File: src/rtl/ysyx22041405_fetch_unit.sv
// Instruction-fetch stage: owns the PC, keeps at most one request in flight to
// instruction memory, and presents each fetched instruction to IF/ID until it is
// taken. A redirect always wins: it reloads the PC and squashes any in-flight fetch.
//
// state | meaning
// ------+---------------------------------------------------------------
// IDLE  | just out of reset, nothing issued yet
// REQ   | request for pc presented to memory, waiting for acceptance
// WAIT  | request accepted, waiting for its response
// HOLD  | instruction buffered and offered to IF/ID
// DRAIN | squashed request still outstanding, its response is discarded
module ysyx22041405_fetch_unit #(
  parameter int unsigned       XLEN     = 32,
  parameter logic [XLEN-1:0]   RESET_PC = 32'h8000_0000,
  parameter int unsigned       PC_STEP  = 4
) (
  input  logic            clk,
  input  logic            rst,
  input  logic            redirect_valid,
  input  logic [XLEN-1:0] redirect_pc,
  output logic            imem_req_valid,
  input  logic            imem_req_ready,
  output logic [XLEN-1:0] imem_req_addr,
  input  logic            imem_rsp_valid,
  input  logic [XLEN-1:0] imem_rsp_data,
  output logic            if_valid,
  input  logic            if_ready,
  output logic [XLEN-1:0] if_pc,
  output logic [XLEN-1:0] if_inst
);

  localparam logic [2:0] S_IDLE  = 3'd0;
  localparam logic [2:0] S_REQ   = 3'd1;
  localparam logic [2:0] S_WAIT  = 3'd2;
  localparam logic [2:0] S_HOLD  = 3'd3;
  localparam logic [2:0] S_DRAIN = 3'd4;

  localparam logic [XLEN-1:0] STEP = XLEN'(PC_STEP);

  logic [2:0]      state_q, state_d;
  logic [XLEN-1:0] pc_q, pc_d;
  logic [XLEN-1:0] inst_buf_q, inst_buf_d;

  // Next-state logic: normal sequencing first, then a redirect overrides it.
  always_comb begin
    state_d    = state_q;
    pc_d       = pc_q;
    inst_buf_d = inst_buf_q;

    case (state_q)
      S_IDLE:  state_d = S_REQ;
      S_REQ:   if (imem_req_ready) state_d = S_WAIT;
      S_WAIT: begin
        if (imem_rsp_valid) begin
          inst_buf_d = imem_rsp_data;
          state_d    = S_HOLD;
        end
      end
      S_HOLD: begin
        if (if_ready) begin
          pc_d    = pc_q + STEP;
          state_d = S_REQ;
        end
      end
      S_DRAIN: if (imem_rsp_valid) state_d = S_REQ;
      default: state_d = S_IDLE;
    endcase

    if (redirect_valid) begin
      pc_d       = redirect_pc;
      inst_buf_d = inst_buf_q;
      case (state_q)
        S_IDLE, S_HOLD: state_d = S_REQ;
        // An accepted request cannot be recalled, so its response must be drained.
        S_REQ:          state_d = imem_req_ready ? S_DRAIN : S_REQ;
        S_WAIT,
        S_DRAIN:        state_d = imem_rsp_valid ? S_REQ : S_DRAIN;
        default:        state_d = S_IDLE;
      endcase
    end
  end

  // State registers with synchronous reset.
  always_ff @(posedge clk) begin
    if (rst) begin
      state_q    <= S_IDLE;
      pc_q       <= RESET_PC;
      inst_buf_q <= '0;
    end else begin
      state_q    <= state_d;
      pc_q       <= pc_d;
      inst_buf_q <= inst_buf_d;
    end
  end

  // Outputs come straight from registers; no input reaches an output combinationally.
  assign imem_req_valid = (state_q == S_REQ);
  assign imem_req_addr  = pc_q;
  assign if_valid       = (state_q == S_HOLD);
  assign if_pc          = pc_q;
  assign if_inst        = inst_buf_q;

endmodule

File: config.mk
export PLATFORM = sky130hd
export DESIGN_NAME = ysyx22041405_fetch_unit
export DESIGN_NICKNAME = d
export VERILOG_FILES = /design/src/rtl/ysyx22041405_fetch_unit.sv
export SDC_FILE = /design/constraint.sdc
export NUM_CORES = 1
export LEC_CHECK = 0
export BUFFER_PORTS_ARGS = -buffer_cell sky130_fd_sc_hd__buf_2
export CAP_MARGIN = 20
export CORE_AREA = 2 2 94 96
export CTS_CLUSTER_DIAMETER = 80
export DETAILED_ROUTE_END_ITERATION = 6
export DIE_AREA = 0 0 96 98
export PLACE_DENSITY = 0.84
export SYNTH_ARGS = -nofsm -noshare
export SYNTH_HDL_FRONTEND = slang
export SYNTH_SLANG_ARGS = --single-unit
File: constraint.sdc
create_clock -name clk -period 2 [get_ports clk]
set_clock_uncertainty 0.15 [all_clocks]
set_input_delay 0.4 -clock clk [delete_from_list [all_inputs] [get_ports clk]]
set_output_delay 0.4 -clock clk [all_outputs]
set_load 0.01 [all_outputs]
# Word-level counts from Yosys, hierarchy flattened
# Cells that the tools add are included.
word_totals:
  reg_bits: 67
  latch_bits: 0
  mem_bits_rw: 0
  romBits: 0
  inputBits: 70
  out_inout_bits: 98
  elab_cells: 33
  n_memories: 0
classes:
  addsub: 1
  multipliers: 0
  n_div: 0
  magnitude_cmp: 0
  n_eq_ne: 8
  n_shift: 0
  n_mux: 12
  bitwise_logic: 1
  n_reduce_logical: 8
op_table:
  columns: ["operator", "count"]
  rows:
  - ["two-way mux 32 bit", 3]
  - ["adder 32 x 3 -> 32 bit, second input constant", 1]
  - ["two-way mux 3 bit", 7]
  - ["one-hot mux 3 bit (5 select lines)", 1]
  - ["one-hot mux 3 bit (3 select lines)", 1]
  - ["== test 3 x 2 -> 1 bit, second input constant", 2]
  - ["inequality test 3 x 2 -> 1 bit, second input constant", 2]
  - ["inequality test 3 bit, second input constant", 2]
  - ["AND reduction 4 bit", 1]
  - ["nonzero test 2 bit", 2]
  - ["OR reduction 2 bit", 2]
  - ["== test 3 x 1 -> 1 bit, second input constant", 1]
  - ["== test 3 bit, second input constant", 1]
  - ["zero test 3 bit", 1]
  - ["AND reduction 3 bit", 1]
  - ["AND reduction 2 bit", 1]
  - ["NOT 1 bit", 1]

# Depth between registers and ports, before layout
logic_depth:
  ltp_word: 4
  depth_mapped: 7
  depth_no_buf: 5

# Least setup slack after synthesis
# No wires, ideal clock.
synth_timing:
  path_type: "flip-flop to flip-flop"
  startpoint: "register pc_q[7], in the netlist if_pc[7]"
  endpoint: "register pc_q[21], in the netlist if_pc[21]"
  setup_time_ns: 0.091
  arrival_ns: 1.941
  path_slack_ns: -0.182
  path_stages_with_launch: 6
  synth_period_minus_slack_ns: 2.182
  path_cell_list: "dfxtp_1 nand4_1 or4_1 clkbuf_1 or4_1 a311oi_1"
synth_between:
  elab_chain_cells: 4
synth_lines:
  columns: ["item", "line_no", "text"]
  rows:
  - ["start: declaration", "41", "logic [XLEN-1:0] pc_q, pc_d;"]
  - ["start signal: assignment", "91", "pc_q <= pc_d;"]
  - ["adder 32 x 3 -> 32 bit", "61", "pc_d = pc_q + STEP;"]
  - ["two-way mux 32 bit", "60", "if (if_ready) begin"]
  - ["two-way mux 32 bit", "50", "case (state_q)"]
  - ["two-way mux 32 bit", "69", "if (redirect_valid) begin"]
# No other way between the ends. The select of a mux whose other input is x is not followed.
# A chain may end at the register's enable or synchronous reset.

# Final worst setup path
layout_timing:
  startpoint: "register pc_q[7], in the netlist if_pc[7]"
  endpoint: "register pc_q[22], in the netlist if_pc[22]"
# Same word-level chain as after synthesis.

==> out/metrics.csv <==
metric;value;unit
netlist_area;3440;um^2
avgSynthCellArea;7.82;um^2
setup_violations;2;
io_buffers;167;
crit_type;reg -> reg;
wl_met2;4910;um
cts_made_buffers;9;
grt_pass1_vias;3567;
ys_warn_count;0;
dr_wl_met3;863;um
crit_buf_inv;0;
grtUsageTotal;0.215;
die_w;96;um
critical-path-top-delay-family;simple AND/OR/NAND/NOR gates;
route.top_layer_used;met4;
area_growth;37.2;%
fin_ws;-18.0;ps
crit_path_start_kind;flop;
place_congestion;0.870;
critPathCaptureType;flop;
grt_max_degree;45;
synth_seq_cells;67;
synth_cell_types;44;
insertedDiodeCount;0;
totalWireLength;10000;um
io_pins;168;
rows;34;
run_status;finished with violations;
synth_top_cell_by_area;dfxtp_1;
drt_iter0_markers;135;
seq_area_frac_synth;0.390;
finalHoldViolations;0;
cp_max_fo;7;
slowest_stage;or4_4;
ant_nets;0;
hold_depth;3;
clock_path_buffers;2;
synth.top_cells.by_count;nand2_1, dfxtp_1, a21oi_1, buf_4;
start_util;0.406;
worst_pin_slew;474;ps
vias;3773;
cts.sinks;67;
ctsHoldBuffers;0;
nNetsFinal;672;
cts.clk_slew.worst_paths;80;ps
powerDensity;655;nW/um^2
gr-total-overflow;0;
remaining_drc_errors;0;
ys.flop_type;dfxtp_1;
crit_required;2110;ps
crit_arrival;2130;ps
antenna_found_initial;0;
path_cells;nand4_1, or4_4, or4_4, a311oi_2;
cts-root-buf;clkbuf_8;
dieArea;9410;um^2
max_freq;496;MHz
post-route-util;0.558;
synth_edf_count;0;
syn-num-nets;511;
drive_above_1_share;0.432;
max-cap-violations;0;
coreArea;8470;um^2
max_slew_margin;0.681;
drv_slew;0;
cts_tree;built;
cp_common_cell;or4_4;
synth.most_common_cell;nand2_1;
yosys.area.top_type_share;0.390;
grt_pass1_wl;16200;um
vdd.ir_drop.worst;0.431;mV
leakage;0.00212;uW
fp.dieH;98;um
drt-met1-wl;4050;um
path_depth;4;
h-tree-depth;3;
avgViaCountPerCell;5.28;
async_flop_share;0;
hpwl;7470;um
syn_inst;440;
rsz0062_at_grt;true;
wl_per_cell;14.1;um
fin_crit_sh;1.01;
violations;negative setup slack;
worstHoldPathType;in -> reg;
slowest_delay;630;ps
fin_tns_setup;-18.4;ps
first_pass_iters;4;
clk_latency;340;ps
fin_crit;2020;ps
ff2ff_path_depth;4;
synth.area.top_cells;dfxtp_1, nand2_1, buf_4;
[area by class of cell]
class / instances / area, um^2
inverter: 12 / 45.0
sequential: 67 / 1370
fill: 782 / 3740
multi-input combinational: 299 / 1770
clock inverter: 7 / 76.3
clock buffer: 9 / 124
timing repair buffer: 212 / 1200
tap: 108 / 135
[state kept, by name, indices dropped and copies added, names as in the netlist]
signal   flops
if_inst     32
if_pc       32
state_q      3
[path summary, 6_finish.rpt]
kind | start | endpoint | slack [ps]
worst max-delay path | if_pc[7] | if_pc[22] | -20
worst min-delay path | imem_rsp_data[7] | if_inst[7] | 130
worst max register to register | if_pc[7] | if_pc[22] | -20
worst min register to register | if_inst[9] | if_inst[9] | 300
[tightest hold or removal path, stage by stage]
cell and delay, ps:
buf_2 90, nand2_1 50, a21oi_1 50
[kinds of logic (layout without fill, tap and decap cells)]
logic type | count (synthesis) | after routing | synth area share
flip-flops | 67 | 67 | 0.390
XOR/XNOR | 9 | 9 | 0.0229
AND/OR/NAND/NOR | 193 | 193 | 0.282
multiplexers | 3 | 3 | 0.00873
buffers and inverters | 74 | 240 | 0.116
AO/OA/AOI/OAI | 93 | 93 | 0.177
adder cells (fa/ha/maj) | 1 | 1 | 0.00364
[per-layer routing]
layer,vias to the layer above,track usage
met5,-,0
met3,19,0.0795
met1,1739,0.252
li1,1856,-
met2,159,0.347
met4,0,0.0923
[cell usage in the layout (no fill, tap or decap), types with 5 or more instances in the layout]
cell type    n
nand3_1      9
nand4_1     11
dfxtp_4      5
nor2_1      28
buf_2      167
a211oi_1    13
dfxtp_1     52
and2_1       5
xor2_1       5
a311oi_1     8
nor3_1       6
o21ai_0      5
inv_1       11
o31ai_1      9
nand2_1     82
or4_4        7
buf_4       43
a21oi_1     38
dfxtp_2     10
and3_1       7
clkbuf_8     9
nor4_1       6
[what timing repair did]
action                                 CTS  global route
endpoints found under the hold margin    0             0
setup buffers                            1             0
gates resized for setup                  7            14
pin swaps                                1            11
setup endpoints to repair               10            13
[where the power goes]
group          internal, uW  switching (uW)  total (uW)
logic                   230             264         494
clock network           584             572        1160
registers              1390            53.6        1440
total                  2200             890        3090
[per-stage QoR]
stage               setup WS [ps]  hold WS, ps  power [uW]  instances  instance area [um^2]
floorplan                   -52.3          331        1750        440                  3470
global placement             -135          289        1940        697                  4440
detailed placement           -139          293        1960        697                  4440
CTS                         -17.4          112        3110        714                  4660
global route                -57.1          124        3240        714                  4720
finish                      -18.0          133        3090        714                  4720
Power figures use the tool's default switching activity.
